`src/rtl/riscv_pkg.sv`:
```
// riscv_pkg: definitions shared across the RISC-V pipeline.
//   - Architectural widths (XLEN, ILEN) and the canonical NOP encoding.
//   - Major opcode constants consumed by the control unit.
//   - fetch_entry_t: one fetched instruction together with its PC.
//   - word_align(): forces an address onto a 4-byte boundary.
package riscv_pkg;

  localparam int XLEN = 32;
  localparam int ILEN = 32;

  localparam logic [ILEN-1:0] NOP_INSTR = 32'h0000_0013;

  localparam logic [6:0] OPC_LUI    = 7'b011_0111;
  localparam logic [6:0] OPC_AUIPC  = 7'b001_0111;
  localparam logic [6:0] OPC_JAL    = 7'b110_1111;
  localparam logic [6:0] OPC_JALR   = 7'b110_0111;
  localparam logic [6:0] OPC_SBTYPE = 7'b110_0011;
  localparam logic [6:0] OPC_LOAD   = 7'b000_0011;
  localparam logic [6:0] OPC_STORE  = 7'b010_0011;
  localparam logic [6:0] OPC_ITYPE  = 7'b001_0011;
  localparam logic [6:0] OPC_RTYPE  = 7'b011_0011;

  typedef struct packed {
    logic [XLEN-1:0] pc;
    logic [ILEN-1:0] instr;
  } fetch_entry_t;

  function automatic logic [XLEN-1:0] word_align(input logic [XLEN-1:0] addr);
    return {addr[XLEN-1:2], 2'b00};
  endfunction

endpackage

```
`src/rtl/fifo2.sv`:
```
// fifo2: two-entry FIFO with synchronous clear.
//   clk, reset_n   : clock, asynchronous active-low reset
//   clear          : empties the FIFO; overrides push and pop
//   push, push_data: write one entry at the tail
//   pop            : retire the head entry
//   count          : occupancy 0..2
//   head           : data at the head (entries reset to zero)
// A push while full is accepted only if a pop happens in the same cycle.
module fifo2 #(
  parameter int DATA_W = 32
) (
  input  logic              clk,
  input  logic              reset_n,
  input  logic              clear,
  input  logic              push,
  input  logic [DATA_W-1:0] push_data,
  input  logic              pop,
  output logic [1:0]        count,
  output logic [DATA_W-1:0] head
);

  logic [DATA_W-1:0] mem0_q, mem0_d;
  logic [DATA_W-1:0] mem1_q, mem1_d;
  logic              rd_ptr_q, rd_ptr_d;
  logic              wr_ptr_q, wr_ptr_d;
  logic [1:0]        count_q, count_d;
  logic              do_push;
  logic              do_pop;

  always_comb begin
    do_pop  = pop && (count_q != 2'd0);
    do_push = push && ((count_q != 2'd2) || do_pop);

    mem0_d   = mem0_q;
    mem1_d   = mem1_q;
    rd_ptr_d = rd_ptr_q;
    wr_ptr_d = wr_ptr_q;
    count_d  = count_q;

    if (clear) begin
      rd_ptr_d = 1'b0;
      wr_ptr_d = 1'b0;
      count_d  = 2'd0;
    end else begin
      if (do_push) begin
        if (wr_ptr_q) mem1_d = push_data;
        else          mem0_d = push_data;
        wr_ptr_d = ~wr_ptr_q;
      end
      if (do_pop) rd_ptr_d = ~rd_ptr_q;
      unique case ({do_push, do_pop})
        2'b10:   count_d = count_q + 2'd1;
        2'b01:   count_d = count_q - 2'd1;
        default: count_d = count_q;
      endcase
    end
  end

  always_ff @(posedge clk or negedge reset_n) begin
    if (!reset_n) begin
      mem0_q   <= '0;
      mem1_q   <= '0;
      rd_ptr_q <= 1'b0;
      wr_ptr_q <= 1'b0;
      count_q  <= 2'd0;
    end else begin
      mem0_q   <= mem0_d;
      mem1_q   <= mem1_d;
      rd_ptr_q <= rd_ptr_d;
      wr_ptr_q <= wr_ptr_d;
      count_q  <= count_d;
    end
  end

  assign count = count_q;
  assign head  = rd_ptr_q ? mem1_q : mem0_q;

endmodule

```
`src/rtl/fetch_stage.sv`:
```
// fetch_stage: instruction-fetch stage of the RISC-V pipeline.
// Owns the PC, issues word requests to instruction memory, buffers the
// returned words with their PCs and hands them to decode.
//   clk, reset_n                  : clock, asynchronous active-low reset
//   imem_req_valid/ready/addr     : request channel (fires on valid && ready)
//   imem_rsp_valid/data           : in-order response strobe, no backpressure
//   redirect_valid/redirect_pc    : flush younger state and restart fetch
//   id_valid/ready/instr/pc/opcode: decode slot (pops on valid && ready)
// Two credits are shared between requests in flight and buffered words, so
// every response always has a slot waiting for it. imem_req_valid depends
// combinationally on id_ready and redirect_valid: a pop frees a credit that
// is reused in the same cycle, which sustains one instruction per cycle.
module fetch_stage
  import riscv_pkg::*;
#(
  parameter logic [XLEN-1:0] RESET_PC = 32'h0000_0000
) (
  input  logic            clk,
  input  logic            reset_n,
  output logic            imem_req_valid,
  input  logic            imem_req_ready,
  output logic [XLEN-1:0] imem_req_addr,
  input  logic            imem_rsp_valid,
  input  logic [ILEN-1:0] imem_rsp_data,
  input  logic            redirect_valid,
  input  logic [XLEN-1:0] redirect_pc,
  output logic            id_valid,
  input  logic            id_ready,
  output logic [ILEN-1:0] id_instr,
  output logic [XLEN-1:0] id_pc,
  output logic [6:0]      id_opcode
);

  logic [XLEN-1:0] fetch_pc_q, fetch_pc_d;
  logic [1:0]      outstanding_q, outstanding_d;
  logic [1:0]      drop_q, drop_d;

  logic [1:0]      pcq_count;
  logic [XLEN-1:0] pcq_head;
  logic [1:0]      buf_count;
  fetch_entry_t    buf_head;
  fetch_entry_t    buf_push_entry;

  logic [2:0]      occupancy;
  logic            pop;
  logic            fire;
  logic            rsp_keep;
  logic            rsp_drop;

  always_comb begin
    pop       = id_valid && id_ready && !redirect_valid;
    occupancy = {1'b0, outstanding_q} + {1'b0, buf_count};
    // Gating with reset_n keeps the request low while reset is held.
    imem_req_valid = reset_n && !redirect_valid
                     && ((occupancy < 3'd2) || pop)
                     && (pcq_count != 2'd2);
    fire     = imem_req_valid && imem_req_ready;
    rsp_keep = imem_rsp_valid && !redirect_valid && (drop_q == 2'd0);
    rsp_drop = imem_rsp_valid && !redirect_valid && (drop_q != 2'd0);
  end

  always_comb begin
    fetch_pc_d    = fetch_pc_q;
    outstanding_d = outstanding_q;
    drop_d        = drop_q;

    if (redirect_valid) begin
      fetch_pc_d = word_align(redirect_pc);
      // Everything still in flight becomes stale; a response landing now
      // is discarded on the spot and no longer counts.
      outstanding_d = outstanding_q - {1'b0, imem_rsp_valid};
      drop_d        = outstanding_q - {1'b0, imem_rsp_valid};
    end else begin
      if (fire) fetch_pc_d = fetch_pc_q + 32'd4;
      unique case ({fire, imem_rsp_valid})
        2'b10:   outstanding_d = outstanding_q + 2'd1;
        2'b01:   outstanding_d = outstanding_q - 2'd1;
        default: outstanding_d = outstanding_q;
      endcase
      if (rsp_drop) drop_d = drop_q - 2'd1;
    end
  end

  always_ff @(posedge clk or negedge reset_n) begin
    if (!reset_n) begin
      fetch_pc_q    <= RESET_PC;
      outstanding_q <= 2'd0;
      drop_q        <= 2'd0;
    end else begin
      fetch_pc_q    <= fetch_pc_d;
      outstanding_q <= outstanding_d;
      drop_q        <= drop_d;
    end
  end

  // Addresses of live (non-stale) requests, oldest first.
  fifo2 #(.DATA_W(XLEN)) u_pc_queue (
    .clk       (clk),
    .reset_n   (reset_n),
    .clear     (redirect_valid),
    .push      (fire),
    .push_data (fetch_pc_q),
    .pop       (rsp_keep),
    .count     (pcq_count),
    .head      (pcq_head)
  );

  always_comb begin
    buf_push_entry.pc    = pcq_head;
    buf_push_entry.instr = imem_rsp_data;
  end

  fifo2 #(.DATA_W($bits(fetch_entry_t))) u_instr_buf (
    .clk       (clk),
    .reset_n   (reset_n),
    .clear     (redirect_valid),
    .push      (rsp_keep),
    .push_data (buf_push_entry),
    .pop       (pop),
    .count     (buf_count),
    .head      (buf_head)
  );

  assign imem_req_addr = fetch_pc_q;
  assign id_valid      = (buf_count != 2'd0);
  assign id_instr      = buf_head.instr;
  assign id_pc         = buf_head.pc;
  assign id_opcode     = buf_head.instr[6:0];

endmodule

```
`config.mk`:
```
export PLATFORM = sky130hd
export DESIGN_NAME = fetch_stage
export DESIGN_NICKNAME = d
export VERILOG_FILES = /design/src/rtl/riscv_pkg.sv /design/src/rtl/fifo2.sv /design/src/rtl/fetch_stage.sv
export SDC_FILE = /design/constraint.sdc
export NUM_CORES = 1
export LEC_CHECK = 0
export ABC_AREA = 0
export CELL_PAD_IN_SITES_DETAIL_PLACEMENT = 0
export CELL_PAD_IN_SITES_GLOBAL_PLACEMENT = 1
export CORE_ASPECT_RATIO = 1.2
export CORE_MARGIN = 4
export CORE_UTILIZATION = 43
export DETAILED_ROUTE_END_ITERATION = 7
export MAX_ROUTING_LAYER = met4
export PLACE_DENSITY = 0.89
export SYNTH_ARGS = -nofsm -noshare
export SYNTH_HDL_FRONTEND = slang
export SYNTH_SLANG_ARGS = --single-unit
export TNS_END_PERCENT = 1
```
`constraint.sdc`:
```
create_clock -name clk -period 3.2 [get_ports clk]
set_input_delay 0.48 -clock clk [delete_from_list [all_inputs] [get_ports clk]]
set_output_delay 0.48 -clock clk [all_outputs]
set_load 0.1 [all_outputs]
```
# Word level (Yosys, flattened, before mapping)
# Index checks and enable logic that the tools add are counted.
# W data, S select, Z words.
dict set report op_classes {
  n_addsub 10
  div 0
  multipliers 0
  reduce_logical 34
  n_eq_ne 8
  n_lt_le_gt_ge 1
  n_shift 0
  n_mux 20
  bitwise_logic 5
}
# cell count
set ops {}
lappend ops {{$mux W32} 3}
lappend ops {{$mux W64} 1}
lappend ops {{$add A32 B3 Y32 const B} 1}
lappend ops {{$reduce_bool A2 Y1} 9}
lappend ops {{$logic_and A1 B1 Y1} 13}
lappend ops {{$pmux W2 S2} 3}
lappend ops {{$reduce_and A3 Y1} 4}
lappend ops {{$mux W2} 5}
lappend ops {{$reduce_bool A3 Y1} 3}
lappend ops {{$mux W1} 8}
lappend ops {{$sub A2 B1 Y2 const B} 4}
lappend ops {{$add A2 B1 Y2 const B} 3}
lappend ops {{$eq A2 B1 Y1 const B} 3}
lappend ops {{$eq A2 B2 Y1 const B} 3}
lappend ops {{$not A1 Y1} 5}
lappend ops {{$ne A2 B2 Y1 const B} 2}
lappend ops {{$add A2 B2 Y3} 1}
lappend ops {{$logic_or A1 B1 Y1} 3}
lappend ops {{$lt A3 B2 Y1 const B} 1}
lappend ops {{$logic_not A2 Y1} 1}
lappend ops {{$sub A2 B1 Y2} 1}
lappend ops {{$logic_not A1 Y1} 1}
dict set report totals {
  ramBits 0
  memories 0
  in_bits 70
  regBits 236
  latch_bits 0
  rom_bits 0
}

# Longest topological paths before layout
dict set report depth {
  ltp_word 11
  depth_mapped 9
  ltp_nobuf 7
}

# Hierarchy
# Synthesis repeated with hierarchy kept, for this count alone.
dict set report hier_totals {
  cells_unflattened 819
  area_unflattened_um2 11273.3
}
# mod cells_per_inst n_inst seq_area_each_um2 area_each_um2
set modules_own_cells {}
lappend modules_own_cells {{fifo2 (u_instr_buf)} 366 1 3303.2 5920.7}
lappend modules_own_cells {{fifo2 (u_pc_queue)} 197 1 1701.6 3134.3}
lappend modules_own_cells {fetch_stage 256 1 850.8 2218.4}

# Least setup slack after synthesis
# No wires, ideal clock.
dict set report synth_timing {
  kind {reg2reg}
  from {register fetch_pc_q[2] (netlist: imem_req_addr[2])}
  to {register fetch_pc_q[24] (netlist: imem_req_addr[24])}
  arrival_ps 2476
  setup_ps 72
  path_stages_with_launch 7
  n_path_buf 0
  setup_slack_ps 652
  period_less_slack_ps 2548
  cell_sequence {dfrtp_1 -> ha_1 -> nand4_1 -> nor3_4 -> nand2_2 -> or4_1 -> nand3_1}
}
dict set report synth_between {
  elab_chain_len 3
}
# element line
set synth_rtl {}
lappend synth_rtl {{start, declared} fetch_stage.sv:34} ;# logic [XLEN-1:0] fetch_pc_q, fetch_pc_d;
lappend synth_rtl {{start signal, assigned} fetch_stage.sv:90} ;# fetch_pc_q <= fetch_pc_d;
lappend synth_rtl {{$add A32 B3 Y32} fetch_stage.sv:74} ;# if (fire) fetch_pc_d = fetch_pc_q + 32'd4;
lappend synth_rtl {{$mux W32} fetch_stage.sv:74}
lappend synth_rtl {{$mux W32} fetch_stage.sv:67} ;# if (redirect_valid) begin
# No other way between the ends. The select of a mux whose other input is x is not followed.
# A chain may end at the register's enable or synchronous reset.

# Final worst setup path
dict set report layout_timing {
  from {register u_instr_buf.count_q[0] (netlist: u_instr_buf.count[0])}
  to {output port id_valid}
}
dict set report layout_between {
  elab_chain_len 1
}
# element line
set layout_rtl {}
lappend layout_rtl {{start, declared} fifo2.sv:26} ;# logic [1:0] count_q, count_d;
lappend layout_rtl {{start signal, assigned} fifo2.sv:71} ;# count_q <= count_d;
lappend layout_rtl {{$reduce_bool A2 Y1} fetch_stage.sv:125} ;# assign id_valid = (buf_count != 2'd0);
lappend layout_rtl {{end, declared} fetch_stage.sv:27} ;# output logic id_valid,
# No other way between the ends.

==> impl_results.md <==
* Yosys cell types at 61
* Setup violators final at 0
* Met3 usage at 2.043%
* Mapped Cells at 858
* Final Max Slew Viols at 0
* Post-synthesis simple-gate area fraction at 9.244%
* Ys flop type: dfrtp_1
* Layout Nets at 1,086
* Power Dens Cells at 1140 nW/µm²
* Vias in the first global route at 7,168
* RSZ-0062 raised after global routing: no
* Area contributors post-synth: dfrtp_1 (55%), mux2_2 (20%), mux2i_1 (3.2%)
* Initial Util at 44.13%
* Busiest grt layer: met2
* DR vias at 7,010
* Number of enable flip-flop cells after synthesis at 0
* TNS Setup at 0 ns
* Worst-Margin Slew at 0.9727 ns
* Largest family of logic cells by synthesized area: multiplexers
* Startpoint Class: flip-flop
* Total global-route track usage at 17.79%
* # H-tree levels at 1
* Switching share of total power at 48.09%
* Global placer's final weighted congestion at 0.7692
* Max_slew headroom at 34.95%
* Register area share after synthesis at 54.69%
* Drt first pass iters at 4
* Slowest-stage cell, CP: clkdlybuf4s50_1
* Total gr overflow at 0
* Crit path arrival time at 2.28 ns
* XOR/XNOR share of the synthesized area at 1.101%
* Cts bufs inserted at 24
* Status: finished, final reports clean
* Root buf cell: clkbuf_16
* Hold Vio Cnt, Final at 0
* Final core occ at 54.85%
* Slowest stage delay, CP at 0.98 ns
* Syn Area/Cell at 12.05 µm²
* Peak Freq at 362.5 MHz
* Initial antenna violation count at 0
* Antenna cell count at 0
* Core area at 23,430 µm²
* Die Area at 26,600 µm²
* # rows at 61
* Postcts setup bufs at 0
* CP required at 2.72 ns
* Post_cts resized at 0
* Peak fanout along the critical path at 7
* Die X at 149.6 µm
* Min cycle time layout at 2.759 ns
* Worst Hold Class: input port to flip-flop
* Layout cell share with drive strength beyond 1 at 35.15%
* # placed instances at 1,300
* Synth Register Bits at 226
* Met1 Use GR at 24.55%
* Latest clock arrival within the worst-skew pair at 0.51 ns
* Final Skew at 0.007596 ns
* Mux cell area share after synthesis at 23.12%
* Via density at 5.212
* Internal power at 7605 µW
* Worst Path Buf+Inv at 1
* Clock tree from TritonCTS: yes
* Adder-Cell Fraction of Synth Area at 0.5566%
* Worst vdd ir at 653.7 µV
* Switching power total at 7045 µW
* Delay-heaviest family, CP: buffers and inverters
* Area share of the largest cell type after synthesis at 54.69%
* DRT Wirelength at 22,950 µm
* Antenna-violating nets left at 0
* Final worst path period share at 86.22%
* Finished Layout Cells at 1,345
* First-pass GRT wire length at 37,500 µm
* DR iter-0 viols at 310
* Max Cap Viol at 0
* M2 GR Usage at 28.43%
* FFs w/ async S/R, synth at 100.0%
* Clock sink count at 226
* Clock power share at 18.4%
* Routed WL per cell at 17.06 µm
* Dpl hpwl at 15,490 µm
* Worst-path cell chain: or2_2, clkdlybuf4s50_1
* Critical path class: flip-flop to output port
* Min Hold Slack at 0.3064 ns
* Mapped Area at 10,340 µm²
* Worst-path clk slew at 0.06 ns
* Yosys warnings at 0
* I/O pins at 175
* Post-synthesis compound-gate area fraction at 7.804%
* DRC violations left at 0
* Number of buffers added on ports at 168
* Area leader, netlist: dfrtp_1
* Seq pwr share at 31.2%
* Die Ht at 177.9 µm
* P&R area growth vs syn at 24.27%
* Largest net degree at the start of global routing at 93
* Static leakage at 0.005662 µW
* Clk buf depth at 3
* Worst setup EP type: output port
* Gate power share at 50.4%
[path summary, 6_finish.rpt]
path | start | end | slack, ns | cells after the start
hold / removal | redirect_valid | u_instr_buf.rd_ptr_q$_DFFE_PN0P_ | 0.31 | 2
max in group asynchronous | reset_n | u_pc_queue.rd_ptr_q$_DFFE_PN0P_ | 1.49 | 3
hold reg to reg | u_instr_buf.mem1_q[36]$_DFFE_PN0P_ | u_instr_buf.mem1_q[36]$_DFFE_PN0P_ | 0.47 | 2
setup reg to reg | u_instr_buf.count[1]$_DFFE_PN0P_ | imem_req_addr[8]$_DFFE_PN0P_ | 0.69 | 7
setup / recovery | u_instr_buf.count[0]$_DFFE_PN0P_ | id_valid | 0.44 | 2
min in group asynchronous | reset_n | u_instr_buf.mem0_q[40]$_DFFE_PN0P_ | 0.43 | 2
[power groups by stage]
stage	combinational [µW]	sequential (µW)	clock (µW)
6_report	7380	4570	2700
5_1_grt	7730	4730	2920
4_1_cts	7440	4580	2790
3_5_place_dp	7410	4630	0
3_3_place_gp	7320	4560	0
2_1_floorplan	5800	4750	0
[logic make-up after synthesis]
kind of cell	count (synthesis)
flops	226
mux	216
simple gates	192
compound gates	136
buf+inv	70
xor+xnor	13
fa+ha+maj	4
other cells	1
[per-layer routing]
metal	part of all wire, %	up-vias
met2	47	170
li1	-	3333
met4	1.9	0
met5	0	-
met3	5.0	31
met1	46	3476
[registers in the layout, summed over array words and instances, names as in the netlist]
| signal | flops |
|---|---|
| u_instr_buf.mem0_q | 62 |
| u_instr_buf.mem1_q | 62 |
| imem_req_addr | 30 |
| u_pc_queue.mem0_q | 30 |
| u_pc_queue.mem1_q | 30 |
| drop_q | 2 |
| outstanding_q | 2 |
| u_instr_buf.count | 2 |
| u_pc_queue.count | 2 |
| u_instr_buf.rd_ptr_q | 1 |
| u_instr_buf.wr_ptr_q | 1 |
| u_pc_queue.rd_ptr_q | 1 |
| u_pc_queue.wr_ptr_q | 1 |
[final cells by class]
class | count | area, µm²
inverter | 10 | 37.54
fill | 2032 | 10580
tap | 315 | 394.1
sequential | 226 | 5658
timing repair buffer | 185 | 1624
clock inverter | 9 | 77.57
multi-input combinational | 565 | 4357
clock buffer | 35 | 703.2
[timing repair]
| item | in CTS | in global routing |
|---|---|---|
| endpoints found under the hold margin | 29 | 0 |
| endpoints found under the setup margin | 0 | 0 |
| hold buffers | 1 | 0 |
[cells in the final DEF, fill, tap and decap left out, types with 4 or more instances in the layout]
master,synthesis,final
a21oi_1,40,40
a22oi_1,4,4
and3_1,4,4
buf_12,0,5
buf_4,11,111
clkbuf_1,13,6
clkbuf_16,0,25
clkbuf_8,1,4
clkdlybuf4s50_1,0,66
clkinv_2,0,5
conb_1,1,4
dfrtp_1,226,224
inv_1,9,9
mux2_2,182,182
mux2i_1,33,33
nand2_1,75,74
nand3_1,17,17
nand4_1,8,8
nor2_1,52,51
o211ai_1,10,10
o21ai_0,56,56
o311ai_0,4,4
or4_1,4,4
xnor2_1,6,6
xor2_1,7,7
[worst reg2reg max path: stages (launching register included)]
cell	delay, ns
dfrtp_1	0.43
inv_1	0.10
fa_1	0.44
and2_2	0.20
o2111a_1	0.28
nor2_2	0.60
o21ai_0	0.20
o311ai_0	0.14
[stage by stage]
| step | total power, µW | setup slack [ns] | area [µm²] |
|---|---|---|---|
| after floorplan | 10550 | 0.6520 | 10350 |
| after global routing | 15370 | 0.3912 | 12850 |
| after detailed placement | 12030 | 0.5157 | 12060 |
| final | 14650 | 0.4410 | 12850 |
| after CTS | 14810 | 0.4312 | 12850 |
| after global placement | 11890 | 0.5290 | 12060 |
[synthesized netlist by cell type (2+ instances only)]
cell type and instances:
o311ai_1 3, a31o_2 2, dfrtp_1 226, o21ai_1 2
a22oi_1 4, mux2i_1 33, xor2_1 7, nand3_4 2
buf_6 2, buf_4 11, a221o_1 2, nand2b_1 3
clkbuf_1 13, nor2b_1 3, o21ai_0 56, nand4_1 8
a21oi_1 40, nand2_2 2, and2_1 2, ha_1 3
nor4_4 2, xnor2_1 6, buf_1 11, a21o_1 3
nor2_1 52, or4_1 4, a31oi_1 2, buf_2 22
nor4_1 3, nand3_1 17, and3_1 4, o211ai_1 10
nand2_1 75, and2_2 2, nor3b_1 2, nor3_1 2
mux2_2 182, o311ai_0 4, inv_1 9
Note: power is estimated with default switching activity, not from simulation.
==> variant 1 (same settings) <==
`mem1_q` no longer has a reset.
--- a/src/rtl/fifo2.sv
+++ b/src/rtl/fifo2.sv
@@ -61,3 +61,2 @@
       mem0_q   <= '0;
-      mem1_q   <= '0;
       rd_ptr_q <= 1'b0;
@@ -67,3 +66,2 @@
       mem0_q   <= mem0_d;
-      mem1_q   <= mem1_d;
       rd_ptr_q <= rd_ptr_d;
@@ -72,2 +70,6 @@
     end
+  end
+
+  always_ff @(posedge clk) begin
+    mem1_q <= mem1_d;
   end
Formal check against the unedited RTL: same outputs for any inputs over 4 cycles, from zero or initial values and one cycle with reset_n low; that may be too few to reach the edited logic, so the function may still have changed.
==> variant 1 against the unedited design <==
  * Critical path depth up 3
  * Area after synthesis down 4.8%
  * Sequential cell count unchanged
  * Wire length down 6.0%
  * Worst setup slack better by 0.011 ns
  * Combinational power down 11%
  * Final area down 3.2%
  * Global-route usage down 0.36 points
  * Sequential power down 9.0%
  * Cell count down 15%
  * Total power down 7.8%
  * Maximum frequency up 0.39%
  * Synthesized cell count down 22%
  * Critical endpoint is now imem_req_valid
  * Largest cell class unchanged
==> variant 1: results (changes against the unedited design) <==
CRITICAL PATH
---------------------------------------------------------------------------
Cell family with the largest share of critical-path delay       adder cells   was buffers and inverters
Worst-path cell with the longest stage delay                           fa_1   was clkdlybuf4s50_1
Critical R2R Capture                                           u_pc_queue.mem1_q[27]$_DFFE_PP_   was imem_req_addr[8]$_DFFE_PN0P_
R2R cell count                                                            6   was 7
Worst-case register-to-register setup slack                         0.60 ns   was 0.69 ns
Highest cell delay on the worst timing path                         0.51 ns   was 0.98 ns
CP Max Fanout                                                            10   was 7
Last element of the critical path                              imem_req_valid   was id_valid

GRT
---------------------------------------------------------------------------
Vias in the first global route                                         6346   was 7168
Wire length of the first global-routing pass                       34900 um   was 37500 um
Maximum number of pins on one net before global-route repair             63   was 93

PLACEMENT
---------------------------------------------------------------------------
Detailed placement HPWL                                            14500 um   was 15500 um
Placed cell area                                                 11600 um^2   was 12100 um^2
DP Cell Count                                                          1096   was 1300
Worst slack after detailed placement                               0.576 ns   was 0.516 ns

CLOCK TREE
---------------------------------------------------------------------------
TritonCTS buffer count                                                   23   was 24

STA
---------------------------------------------------------------------------
Setup clock skew after layout                                     0.0139 ns   was 0.00760 ns
Slew @ Worst Pin                                                   0.794 ns   was 0.973 ns

LAYOUT
---------------------------------------------------------------------------
Number of nets in the final layout                                      917   was 1086
Clock-cell share                                                      6.41%   was 6.08%
Inverters                                                                 8   was 10
Fraction of area in registers                                         49.2%   was 44.0%
Sequential cells                                                        226   unchanged
Share of the core filled with cells                                   55.4%   was 54.8%
Total number of multi-input combinational cells                         399   was 565
Buffer share of cell area                                             13.1%   was 12.6%

LOGIC SYNTHESIS
---------------------------------------------------------------------------
Async SR Flop Fraction                                                59.3%   was 100%
Main area contributors after synthesis                         dfrtp_1 34%, edfxtp_1 28%, mux2_2 21%   was dfrtp_1 55%, mux2_2 20%, mux2i_1 3.2%
Adder and majority gate portion of the synthesized area              0.585%   was 0.557%
Number of distinct library cells after synthesis                         55   was 61
Synthesized instance count                                              672   was 858
Number of enable flip-flop cells after synthesis                         92   was 0
Compound-Gate Fraction of Synth Area                                  3.52%   was 7.80%
Mux share of post-synthesis cell area                                 21.9%   was 23.1%

DRT
---------------------------------------------------------------------------
Detailed-route wire length on metal 1                               9140 um   was 10700 um
Initial detailed-routing violation count                                231   was 310
Mean routed wirelength per cell                                     18.9 um   was 17.1 um
Total Routed Length                                                21600 um   was 22900 um
Via-to-Cell Ratio                                                      5.23   was 5.21

MIN PATH
---------------------------------------------------------------------------
Worst hold-check path type                                         in2async   was in2reg

FLOORPLAN
---------------------------------------------------------------------------
Number of tap cells inserted                                            279   was 315

POWER
---------------------------------------------------------------------------
Leakage Power                                                       4.93 nW   was 5.66 nW

OUTCOME
---------------------------------------------------------------------------
Run status                                                     finished clean   unchanged

[variant 1: changes by cell type in the layout (fill, tap and decap cells not counted), moves of 5 or more]
cell | before | now
dfrtp_1 | 224 | 133
a21oi_1 | 40 | 5
o21ai_0 | 56 | 22
nor2_1 | 51 | 15
o211ai_1 | 10 | 3
edfxtp_1 | 0 | 92
xnor2_1 | 6 | 15
mux2i_1 | 33 | 3
xor2_1 | 7 | 15
mux2_1 | 1 | 6
nand3_1 | 17 | 12
nand2_1 | 74 | 35
[variant 1: metal layers]
| layer | global-route usage, % | up-vias |
|---|---|---|
| met3 | 2.48 | 31 |
| met1 | 21.8 | 2965 |
| met5 | - | - |
| li1 | - | 2806 |
| met2 | 29.9 | 148 |
| met4 | 4.43 | 0 |
[variant 1: worst register-to-register path: cells and delay by family (launching register included)]
| family | cells | cell delay [ns] |
|---|---|---|
| buf+inv | 1 | 0.26 |
| compound gates | 1 | 0.32 |
| fa+ha+maj | 1 | 0.51 |
| simple gates | 3 | 0.71 |
| flops | 1 | 0.50 |
[variant 1: where the power goes]
part | internal (mW) | leakage, nW | switching, mW | total (mW)
combinational | 1.82 | 2.07 | 4.78 | 6.60
sequential | 3.76 | 2.47 | 0.394 | 4.16
clock | 1.70 | 0.397 | 1.06 | 2.76
total | 7.28 | 4.93 | 6.23 | 13.5
[variant 1: timing repair]
action	CTS	global route
resized for setup	0	0
endpoints found under the hold margin	19	0
hold buffers	1	0
[variant 1: cells by family (layout without fill, tap and decap cells)]
family          count (synthesis)  after routing
xor+xnor                       30             30
buf+inv                        50            234
other cells                     1              4
fa+ha+maj                       4              4
flops                         226            226
simple gates                  117            117
compound gates                 52             52
mux                           192            192
==> variant 2 (same settings) <==
Made on the original files. The package constant `ILEN` goes from 32 to 64.
--- a/src/rtl/riscv_pkg.sv
+++ b/src/rtl/riscv_pkg.sv
@@ -8,3 +8,3 @@
   localparam int XLEN = 32;
-  localparam int ILEN = 32;
+  localparam int ILEN = 64;
 
Ports: changed (resized id_instr and imem_rsp_data); port bits go from 175 to 239. The function was not compared with the original's and may differ.
==> variant 2 against the unedited design <==
  * Register-to-register slack got worse by 0.13 ns
  * Wire length increased by 32%
  * Area after synthesis increased by 26%
  * Clock skew increased by 0.0044 ns
  * Final area increased by 30%
  * Global-route usage increased by 0.65 points
  * Sequential cell count increased by 64
  * Via count increased by 27%
  * Worst setup slack got worse by 0.047 ns
Power is not shown: default switching activity piles up to over one toggle a cycle in this logic, so the estimate is an artifact.
==> variant 2: results (changes against the unedited design) <==
LOGIC SYNTHESIS
------------------------------------------------------------------------------
Main area contributors after synthesis                            dfrtp_1 56%, mux2_2 24%, mux2i_1 2.5%   was dfrtp_1 55%, mux2_2 20%, mux2i_1 3.2%
Commonest cells in the netlist                                    290 x dfrtp_1, 280 x mux2_2, 74 x nand2_1   was 226 x dfrtp_1, 182 x mux2_2, 75 x nand2_1
Adder and majority gate portion of the synthesized area                 0.440%   was 0.557%
Xor/xnor share of the synthesized area                                  0.871%   was 1.10%
Compound-Gate Fraction of Synth Area                                     6.04%   was 7.80%
Sequential-to-total area share from yosys stat                           55.5%   was 54.7%
Async SR Flop Fraction                                                    100%   unchanged
Mux share of post-synthesis cell area                                    26.6%   was 23.1%
Number of distinct library cells after synthesis                            51   was 61

STA
------------------------------------------------------------------------------
Tcrit/Tclk final                                                         87.7%   was 86.2%
Slew @ Worst Pin                                                      0.966 ns   was 0.973 ns
Setup clock skew after layout                                        0.0120 ns   was 0.00760 ns

MIN PATH
------------------------------------------------------------------------------
Worst hold-check path type                                            in2async   was in2reg

CRITICAL PATH
------------------------------------------------------------------------------
Crit path arrival time                                                 2.33 ns   was 2.28 ns
R2R cell count                                                               8   was 7
Worst-case register-to-register setup slack                            0.56 ns   was 0.69 ns

GRT
------------------------------------------------------------------------------
Global-route met3 utilization                                            2.84%   was 2.04%
Met2 routing resource usage after global routing                         30.5%   was 28.4%
Vias in the first global route                                            9270   was 7168
Routing usage on met1                                                    24.3%   was 24.6%
Wire length of the first global-routing pass                          49400 um   was 37500 um
Gr usage total                                                           18.4%   was 17.8%
Maximum number of pins on one net before global-route repair               164   was 93

DRT
------------------------------------------------------------------------------
Number of detailed-route iterations in the first pass                        5   was 4
Initial detailed-routing violation count                                   507   was 310
Via count                                                                 8872   was 7010
Mean routed wirelength per cell                                        18.1 um   was 17.1 um

CLOCK TREE
------------------------------------------------------------------------------
Max Buffers Root-to-Sink                                                     3   unchanged
TritonCTS buffer count                                                      30   was 24
Clock latency reported for the late side of the worst-skew pair        0.55 ns   was 0.51 ns

LAYOUT
------------------------------------------------------------------------------
Number of inserted filler cells in the final layout                       2497   was 2032
Number of nets in the final layout                                        1368   was 1086
Fraction of layout cells with a size suffix above 1                      39.5%   was 35.1%
Largest regs                                                      u_instr_buf.mem0_q x94, u_instr_buf.mem1_q x94   was u_instr_buf.mem0_q x62, u_instr_buf.mem1_q x62

PLACEMENT
------------------------------------------------------------------------------
Final GP Congestion                                                      0.819   was 0.769
Worst slack after detailed placement                                  0.395 ns   was 0.516 ns
I/O Buffers                                                                232   was 168
Detailed placement HPWL                                               20800 um   was 15500 um

OUTCOME
------------------------------------------------------------------------------
Run status                                                        finished clean   unchanged

==> variant 2: changes by cell type after synthesis, sizes merged, moves of 3 or more <==
cell / change
mux2: +97
dfrtp: +64
clkbuf: +8
buf: +6
nor3: +5
or3: +5
and3: +4
nand3: +4
nor2: -3
==> variant 2: layer usage <==
| metal | part of all wire [%] | wire [um] |
|---|---|---|
| met1 | 44 | 13300 |
| met2 | 49 | 14800 |
| met3 | 5.5 | 1660 |
| met4 | 1.9 | 575 |
| met5 | 0 | 0 |
==> variant 2: cell type report <==
type	count	area, um^2	share of cell area, %
flip-flops and latches	290	7260	43.6
multi-input cells	671	5460	32.8
repair buffers	260	2330	14.0
clock buffers	46	941	5.65
well taps	390	488	2.93
clock inverters	10	139	0.834
inverters	9	33.8	0.203
==> variant 2: cell families after synthesis <==
family,Yosys count
AOI/OAI and AO/OA,133
xor gates and xnor gates,13
adders and majority gates,4
buffers and inverters,83
DFF,290
muxes,313
other,1
and+or+nand+nor,204
==> variant 2: metrics by stage <==
stage / area [um^2] / util, % / std cells
after floorplan: 13100 / - / 1044
after global placement: 15600 / 52.3 / 1620
after detailed placement: 15600 / 52.3 / 1620
after CTS: 16600 / 55.9 / 1676
after global routing: 16600 / 55.9 / 1676
final: 16600 / 55.9 / 1676
==> variant 2: how the worst min path moves through the flow <==
stage                                                    end  cells past startpoint                                from  slack (ns)
final                      u_pc_queue.mem1_q[27]$_DFFE_PN0P_                      2                             reset_n        0.02
after detailed placement  u_instr_buf.mem1_q[83]$_DFFE_PN0P_                      2  u_instr_buf.mem1_q[83]$_DFFE_PN0P_        0.46
after global placement    u_instr_buf.mem1_q[93]$_DFFE_PN0P_                      2  u_instr_buf.mem1_q[93]$_DFFE_PN0P_        0.45
after floorplan                        drop_q[0]$_DFFE_PN0P_                      0                             reset_n        0.18
after global routing           imem_req_addr[25]$_DFFE_PN0P_                      2                             reset_n        0.12
after CTS                      imem_req_addr[12]$_DFFE_PN0P_                      2                             reset_n        0.08
